--- config.mk ---
export PLATFORM = sky130hd
export DESIGN_NAME = tick_timebase
export DESIGN_NICKNAME = d
export VERILOG_FILES = /design/src/rtl/timebase_pkg.sv /design/src/rtl/tick_divider.sv /design/src/rtl/tick_timebase.sv
export SDC_FILE = /design/constraint.sdc
export NUM_CORES = 1
export LEC_CHECK = 0
export BUFFER_PORTS_ARGS = -buffer_cell sky130_fd_sc_hd__clkbuf_2
export CAP_MARGIN = 20
export CORE_MARGIN = 3
export CORE_UTILIZATION = 50
export CTS_CLUSTER_SIZE = 8
export DETAILED_ROUTE_END_ITERATION = 16
export PLACE_DENSITY_LB_ADDON = 0.25
export SETUP_SLACK_MARGIN = 0.3
export SYNTH_ARGS = -nofsm -noshare
export SYNTH_HDL_FRONTEND = slang
export SYNTH_SLANG_ARGS = --single-unit
--- constraint.sdc ---
create_clock -name clk -period 4.53 [get_ports clk]
set_input_delay 0.453 -clock clk [delete_from_list [all_inputs] [get_ports clk]]
set_output_delay 0.453 -clock clk [all_outputs]
set_load 0.02 [all_outputs]
--- src/rtl/timebase_pkg.sv ---
// timebase_pkg: shared divisor defaults, mode encoding and counter width helper for the tick timebase.
package timebase_pkg;
  localparam int MS_PER_SEC = 1000;
  localparam int SEC_PER_MIN = 60;
  localparam logic MODE_REAL = 1'b0;
  localparam logic MODE_DEMO = 1'b1;
  function automatic int cntWidth(int n);
    return n < 2 ? 1 : $clog2(n);
  endfunction
endpackage

--- src/rtl/tick_divider.sv ---
// tick_divider: modulo-DIV counter stepped by advance; wrap flags the advance that returns it to zero.
module tick_divider
  import timebase_pkg::*;
#(
  parameter int DIV = 2
) (
  input  logic                     clk,
  input  logic                     reset,
  input  logic                     clear,
  input  logic                     advance,
  output logic                     wrap,
  output logic [cntWidth(DIV)-1:0] count
);
  localparam int W = cntWidth(DIV);
  localparam logic [W-1:0] LAST = W'(DIV - 1);
  assign wrap = advance && count == LAST;
  always_ff @(posedge clk) begin
    if (reset || clear) count <= '0;
    else if (advance) count <= wrap ? '0 : count + W'(1);
  end
endmodule

--- src/rtl/tick_timebase.sv ---
// tick_timebase: ms/second/minute tick generator with demo-rate prescaler and elapsed-seconds count.
// Define TIMEBASE_MINUTE_EN to build the minute stage; otherwise minTick is tied low.
module tick_timebase
  import timebase_pkg::*;
#(
  parameter int CLK_HZ   = 50_000_000,
  parameter int DEMO_DIV = 50,
  parameter int SEC_DIV  = MS_PER_SEC,
  parameter int MIN_DIV  = SEC_PER_MIN,
  parameter int SEC_W    = 16
) (
  input  logic             clk,
  input  logic             reset,
  input  logic             enable,
  input  logic             clear,
  input  logic             demoOrRealMode,
  output logic             msTick,
  output logic             secTick,
  output logic             minTick,
  output logic             oneSecondClk,
  output logic [SEC_W-1:0] elapsedSeconds
);
  localparam int MS_DIV = CLK_HZ / 1000;
  localparam int PRE_W = cntWidth(MS_DIV > DEMO_DIV ? MS_DIV : DEMO_DIV);
  localparam int MS_W = cntWidth(SEC_DIV);
  localparam logic [PRE_W-1:0] REAL_LAST = PRE_W'(MS_DIV - 1);
  localparam logic [PRE_W-1:0] DEMO_LAST = PRE_W'(DEMO_DIV - 1);
  localparam logic [MS_W-1:0] HALF_LAST = MS_W'(SEC_DIV / 2 - 1);

  logic [PRE_W-1:0] pre;
  logic [MS_W-1:0]  msCnt;
  logic             modeReg;
  logic             modeChange;
  logic             preLast;
  logic             msNext;
  logic             secNext;
  logic             minNext;

  // A mode switch restarts the prescaler and swallows whatever tick that edge would have produced.
  assign modeChange = demoOrRealMode != modeReg;
  assign preLast = pre == (modeReg == MODE_DEMO ? DEMO_LAST : REAL_LAST);
  assign msNext = enable && !modeChange && preLast;

  tick_divider #(.DIV(SEC_DIV)) msStage (
    .clk    (clk),
    .reset  (reset),
    .clear  (clear),
    .advance(msNext),
    .wrap   (secNext),
    .count  (msCnt)
  );

`ifdef TIMEBASE_MINUTE_EN
  logic [cntWidth(MIN_DIV)-1:0] secCnt;
  tick_divider #(.DIV(MIN_DIV)) secStage (
    .clk    (clk),
    .reset  (reset),
    .clear  (clear),
    .advance(secNext),
    .wrap   (minNext),
    .count  (secCnt)
  );
`else
  assign minNext = 1'b0;
`endif

  // oneSecondClk tracks the post-edge msCnt, so its edges line up with the secTick and half-second ms tick.
  always_ff @(posedge clk) begin
    if (reset || clear) begin
      pre            <= '0;
      modeReg        <= demoOrRealMode;
      msTick         <= 1'b0;
      secTick        <= 1'b0;
      minTick        <= 1'b0;
      oneSecondClk   <= 1'b1;
      elapsedSeconds <= '0;
    end else begin
      modeReg      <= demoOrRealMode;
      pre          <= (modeChange || (enable && preLast)) ? '0 : enable ? pre + PRE_W'(1) : pre;
      msTick       <= msNext;
      secTick      <= secNext;
      minTick      <= minNext;
      oneSecondClk <= secNext ? 1'b1 : (msNext && msCnt == HALF_LAST) ? 1'b0 : oneSecondClk;
      if (secNext) elapsedSeconds <= elapsedSeconds + SEC_W'(1);
    end
  end
endmodule
==> results of run 1 <==
==> per-stage QoR <==
step / hold slack, ns / utilization (%) / cells
6_report: 0.290 / 60.0 / 318
5_1_grt: 0.287 / 60.0 / 318
4_1_cts: 0.285 / 59.7 / 317
3_5_place_dp: 0.480 / 56.2 / 309
3_3_place_gp: 0.468 / 56.2 / 309
2_1_floorplan: 0.467 / - / 245
==> synthesized netlist by cell type (5+ instances only) <==
master	number
nand4_1	8
a21oi_1	17
or3_1	12
nand3_1	12
nor2_1	32
nand2_1	14
clkbuf_1	5
o31ai_1	6
and3_1	11
dfxtp_1	46
or4_1	6
xor2_1	14
o21ai_0	13
xnor2_1	8
==> critical path, cell delays in order, from the launching register on <==
cell	delay [ns]
dfxtp_1	0.34
or4_4	0.56
a211oi_4	0.36
o2111ai_2	0.28
buf_8	0.24
or4_1	0.50
a21oi_1	0.16
==> per-layer routing <==
| layer | wire length [um] | part of all wire [%] |
|---|---|---|
| met1 | 2070 | 48 |
| met2 | 1950 | 46 |
| met3 | 198 | 4.6 |
| met4 | 60 | 1.4 |
| met5 | 0 | 0 |
==> worst max-delay path by stage <==
| stage | cells after the start | to | slack, ns |
|---|---|---|---|
| floorplan | 6 | elapsedSeconds[11] | 2.30 |
| global placement | 5 | elapsedSeconds[10] | 1.75 |
| detailed placement | 5 | elapsedSeconds[11] | 1.70 |
| CTS | 5 | elapsedSeconds[11] | 1.69 |
| global route | 6 | elapsedSeconds[14] | 1.80 |
| finish | 6 | elapsedSeconds[11] | 2.03 |
==> logic make-up (layout without fill, tap and decap cells) <==
group	after synthesis	count (layout)	share of synthesized area, %
simple gates	115	115	29.2
flops	46	46	42.9
compound gates	43	43	12.7
xor+xnor	22	22	8.98
buf+inv	11	34	2.45
mux	4	4	1.87
fa+ha+maj	3	3	1.75
other cells	1	1	0.175
==> layout make-up <==
type | count | share of cell area, %
Clock buffer | 6 | 3.39
Clock inverter | 2 | 2.47
Inverter | 2 | 0.308
Multi-Input combinational cell | 188 | 48.1
Sequential cell | 46 | 37.8
Tap cell | 50 | 2.57
Timing Repair Buffer | 24 | 5.34
==> flip-flops by register name, indices dropped and copies added (netlist names) <==
register,cells
elapsedSeconds,16
pre,16
oneSecondClk,1
msTick,1
modeReg,1
msStage.count,10
secTick,1
==> report_power, final <==
part	total [mW]	switching (mW)	internal, mW
registers	0.406	0.000984	0.405
logic	0.0161	0.0115	0.00462
clock network	0.373	0.138	0.235
==> impl_metrics.tcl, run 1 <==
set metrics [dict create \
    status "finished clean" \
    hold_path_depth 1 \
    cts_sinks 46 \
    startpoint_type "flop" \
    min_to "modeReg" \
    seq_area_um2 921 \
    finalCriticalPeriod_ns 2.50 \
    rsz0062_at_grt "no" \
    grt_use_met2_pct 28.1 \
    rows 23 \
    yosys.area.top_type "dfxtp_1" \
    synth_top_area_share_pct 42.9 \
    cts.clk_slew.worst_paths_ns 0.09 \
    yosysUniqueCellTypes 38 \
    port-buffer-count 23 \
    syn_area_um2 2150 \
    die_w_um 71.5 \
    synth.area.top_cells "dfxtp_1 (43%), xor2_1 (5.7%), nor2_1 (5.6%)" \
    ys.flop_type "dfxtp_1" \
    num_vias 1828 \
    grt_antenna_before_repair 0 \
    drc 0 \
    die_h_um 71.5 \
    hold_path_class "input port to flop" \
    hold_buffers 0 \
    p_leak_nw 0.848 \
    die_area_um2 5110 \
    seq_area_frac_synth_pct 42.9 \
    cts_buffers 5 \
    maxCapViolations 0 \
    final_common_cell "dfxtp_1" \
    end_kind "flop" \
    cts_root_buffer "clkbuf_8" \
    final_cell_area_um2 2440 \
    ff2ff_setup_slack_ns 2.03 \
    num_antenna_cells 0 \
    wirelength_um 4280 \
    htree_num_levels 2 \
    overflow 0 \
    fillers 367 \
    drt-initial-drc-count 90 \
    grt_pass1_wl_um 7260 \
    power.total_mw 0.795 \
    hp-start "demoOrRealMode" \
    tns_ns 0 \
    start_util_pct 52.9 \
    core_area_um2 4060 \
    drive_gt1_share_pct 13.8 \
    post_drt_wl_per_cell_um 13.5 \
    path_max_fanout 28 \
    cts_resized 0 \
    setup_slack_ns 2.03 \
    postSynthCellCount 245 \
    track_usage_pct 17.5 \
    crit_arrival_ns 2.73 \
    clk_latency_ns 0.30 \
    reg2regPathDepth 6 \
    max_slew.worst_pin.slew_ns 0.760 \
    period_share_pct 55.2 \
    ir_drop_v 0.000227 \
    syn-num-nets 253 \
    fin_worst_skew_ns 0.0121 \
    maxSlewHeadroom_pct 48.9 \
    async_flop_share_pct 0 \
    yosys_warnings 0 \
    post-dp-hpwl_um 2960 \
    vias_per_cell 5.75 \
    layout.nets 275 \
    grt_start_max_net_pins 33 \
    drtAntennaViolNets 0 \
    postCtsSetupBuffers 0 \
    worstSetupPathType "flop to flop" \
    clockBufferDepth 2 \
    setup_viol_count_final 0 \
    powerDensity_nw_per_um2 326 \
    dp_slack_ns 1.70 \
    area_growth_pct 13.5 \
    max_freq_mhz 400 \
    io_pins 25 \
    layout_common_cells "dfxtp_1 (46), nor2_1 (32), clkbuf_2 (23)" \
    place_area_um2 2280 \
    drv_slew 0 \
    timing.rr.start "pre[7]" \
    startpoint "pre[7]" \
    grtUsageMet1_pct 22.5 \
    grtUsageMet3_pct 4.63 \
    top_usage_layer "met2" \
    multi_input_area_um2 1170 \
    synth_edf_count 0 \
    first_pass_iters 6 \
    ys_ff_latch 46 \
    cp.required_ns 4.76 \
    reg2reg_to "elapsedSeconds[11]" \
    first_global_vias 1668 \
    syn_avg_cell_area_um2 8.76 \
    hold_viol 0 \
    globalplace.congestion 0.798 \
    cts_tree "yes" \
]
Power figures use the tool's default switching activity.
==> run 2: changes to the inputs <==
--- a/config.mk
+++ b/config.mk
@@ -5,6 +5,7 @@
 export SDC_FILE = /design/constraint.sdc
 export NUM_CORES = 1
 export LEC_CHECK = 0
+export ABC_AREA = 1
 export BUFFER_PORTS_ARGS = -buffer_cell sky130_fd_sc_hd__clkbuf_2
 export CAP_MARGIN = 20
 export CORE_MARGIN = 3
==> constraint.sdc (replaced) <==
create_clock -name clk -period 2.3 [get_ports clk]
set_input_delay 0.23 -clock clk [delete_from_list [all_inputs] [get_ports clk]]
set_output_delay 0.23 -clock clk [all_outputs]
set_load 0.02 [all_outputs]
==> run 2 against run 1 <==
Net effect:
- global-route usage up 0.97 points
- synthesized area up 17%
- hold slack worse by 0.23 ns
- via count up 30%
- first-iteration DRC count up 23%
- synthesized cell count up 57%
- routed wire length up 20%
- sequential power up 98%
- die area up 16%
- highest routed layer unchanged
==> impl_metrics.tcl, run 2 <==
set metrics [dict create \
    first_pass_iters 4 \
    min_to "modeReg" \
    first_global_vias 2068 \
    overflow 0 \
    grt_antenna_before_repair 0 \
    fin_worst_skew_ns 0.00888 \
    grtUsageMet3_pct 4.11 \
    layout.nets 421 \
    p_leak_nw 1.05 \
    holdWs_ns 0.0574 \
    synth_most_common_cell "nand2_1" \
    seqPwrFrac_pct 58.3 \
    power.total_mw 1.38 \
    core_area_um2 4790 \
    timing.rr.start "modeReg" \
    grt_use_met2_pct 28.4 \
    globalplace.congestion 0.844 \
    wirelength_um 5150 \
    max_freq_mhz 566 \
    ys.flop_type "dfxtp_1" \
    maxCapViolations 0 \
    startpoint_type "flop" \
    final_cell_area_um2 2800 \
    end_kind "flop" \
    drc 0 \
    cts.clk_slew.worst_paths_ns 0.08 \
    die_w_um 77.0 \
    start_util_pct 52.6 \
    ff2ff_setup_slack_ns 0.53 \
    hold_viol 0 \
    area_growth_pct 11.0 \
    grtUsageMet1_pct 25.2 \
    cp.required_ns 2.51 \
    maxSlewHeadroom_pct 66.4 \
    synth_top_area_share_pct 36.6 \
    grt_start_max_net_pins 16 \
    drt-initial-drc-count 111 \
    die_area_um2 5930 \
    cts_buffers 5 \
    seq_area_frac_synth_pct 36.6 \
    grt_pass1_wl_um 9070 \
    synth_edf_count 0 \
    setup_viol_count_final 0 \
    cpPeakStageDelay_ns 0.50 \
    cts_sinks 46 \
    post_drt_wl_per_cell_um 10.7 \
    top_usage_layer "met2" \
    path_max_fanout 15 \
    status "finished clean" \
    period_share_pct 76.8 \
    place_area_um2 2660 \
    synth.area.top_cells "dfxtp_1 (37%), nand2_1 (14%), nor2_1 (11%)" \
    post-dp-hpwl_um 3670 \
    cts_root_buffer "clkbuf_8" \
    dp_slack_ns 0.192 \
    setup_slack_ns 0.533 \
    sw_frac_of_total_pct 23.2 \
    combPwrFrac_pct 3.9 \
    ys_ff_latch 46 \
    syn-num-nets 393 \
    clk_latency_ns 0.31 \
    hold_buffers 0 \
    reg2reg_to "elapsedSeconds[11]" \
    top_regs "elapsedSeconds (16), pre (16), msStage.count (10)" \
    p_int_mw 1.06 \
    die_h_um 77.0 \
    track_usage_pct 18.4 \
    max_slew.worst_pin.slew_ns 0.503 \
    syn_area_um2 2520 \
    port-buffer-count 23 \
    cp_slowest_cell "dfxtp_2" \
    path_common_cell "nand3_1" \
    p_sw_mw 0.318 \
    hp-start "demoOrRealMode" \
    final_common_cell "nand2_1" \
    rsz0062_at_grt "no" \
    worstSetupPathType "flop to flop" \
    vias_per_cell 4.95 \
    hold_path_depth 1 \
    rows 25 \
    cts_tree "yes" \
    num_antenna_cells 0 \
    drtAntennaViolNets 0 \
    yosys_warnings 0 \
    drv_slew 0 \
    io_pins 25 \
    reg2regPathDepth 9 \
    num_vias 2381 \
    ir_drop_v 0.000309 \
    fin_cells 481 \
    crit_arrival_ns 1.97 \
    htree_num_levels 2 \
    fin_util_pct 58.4 \
    place_inst 469 \
    yosys.area.top_type "dfxtp_1" \
    yosysUniqueCellTypes 32 \
    clockBufferDepth 2 \
    powerDensity_nw_per_um2 492 \
    tns_ns 0 \
    hold_path_class "input port to flop" \
    async_flop_share_pct 0 \
    drive_gt1_share_pct 13.5 \
    clockPowerShare_pct 37.8 \
    postSynthCellCount 385 \
    synth_common_cells "nand2_1 (93), nor2_1 (76), dfxtp_1 (46), inv_1 (39), nand3_1 (32)" \
    layout_common_cells "nand2_1 (93), nor2_1 (75), dfxtp_1 (45)" \
    path_cells "inv_2 > nor3_2 > nand3_1 > nand2_2 > nand3_4 > nor2_4 > nand3_1 > nand2_1 > nor2_1" \
    syn_avg_cell_area_um2 6.54 \
    finalCriticalPeriod_ns 1.77 \
]
## run 2: changes by cell type after synthesis, sizes merged, moves of 7 or more
cell   previous run  this run
nor2             32        85
nand2            14        95
or4               7         0
nand3            12        34
a21oi            17        28
and3             11         0
inv               2        41
xor2             14         7
or3              12         0
## run 2: timing repair
action / in CTS / in global routing
gates resized for setup: 2 / 2
pin swaps: 1 / 1
gates cloned: 1 / 0
endpoints found under the setup margin: 16 / 17
setup buffers: 0 / 3
## run 2: cell type report
type	count	area, um^2
clock buffers	7	86.3
inverters	41	154
multi-input cells	292	1400
repair buffers	27	145
clock inverters	1	5.00
fillers	472	1990
well taps	67	83.8
flip-flops and latches	46	922
## run 2: worst max path at each step
stage	end	startpoint	depth (start not counted)
detailed placement	elapsedSeconds[11]	modeReg	7
global route	elapsedSeconds[15]	pre[0]	9
finish	elapsedSeconds[11]	modeReg	9
floorplan	elapsedSeconds[8]	msStage.count[0]	9
global placement	elapsedSeconds[11]	modeReg	7
CTS	msStage.count[5]	msStage.count[0]	8
## run 2: cells by family after synthesis
kind of cell,synth area share (%)
XOR/XNOR,3.13
AO/OA/AOI/OAI,8.40
buffers and inverters,8.64
flip-flops,36.6
adder cells (fa/ha/maj),1.49
other,0.149
AND/OR/NAND/NOR,41.6
## run 2: power by group through the flow
stage	Sequential [mW]	Clock [mW]	Combinational (mW)
4_1_cts	0.802	0.537	0.0523
2_1_floorplan	0.818	0	0.0434
6_report	0.802	0.520	0.0535
3_3_place_gp	0.820	0	0.0519
3_5_place_dp	0.821	0	0.0524
5_1_grt	0.803	0.576	0.0615
## run 2: layer usage
layer / vias up / share of wire, %
li1: 1286 / -
met4: 0 / 1.4
met1: 1052 / 51
met5: - / 0
met3: 6 / 4.0
met2: 37 / 43
## run 2: critical path: cells and delay by family, from the launching register on
family	cells	cell delay (ns)
buf+inv	1	0.11
flops	1	0.50
simple gates	8	1.07
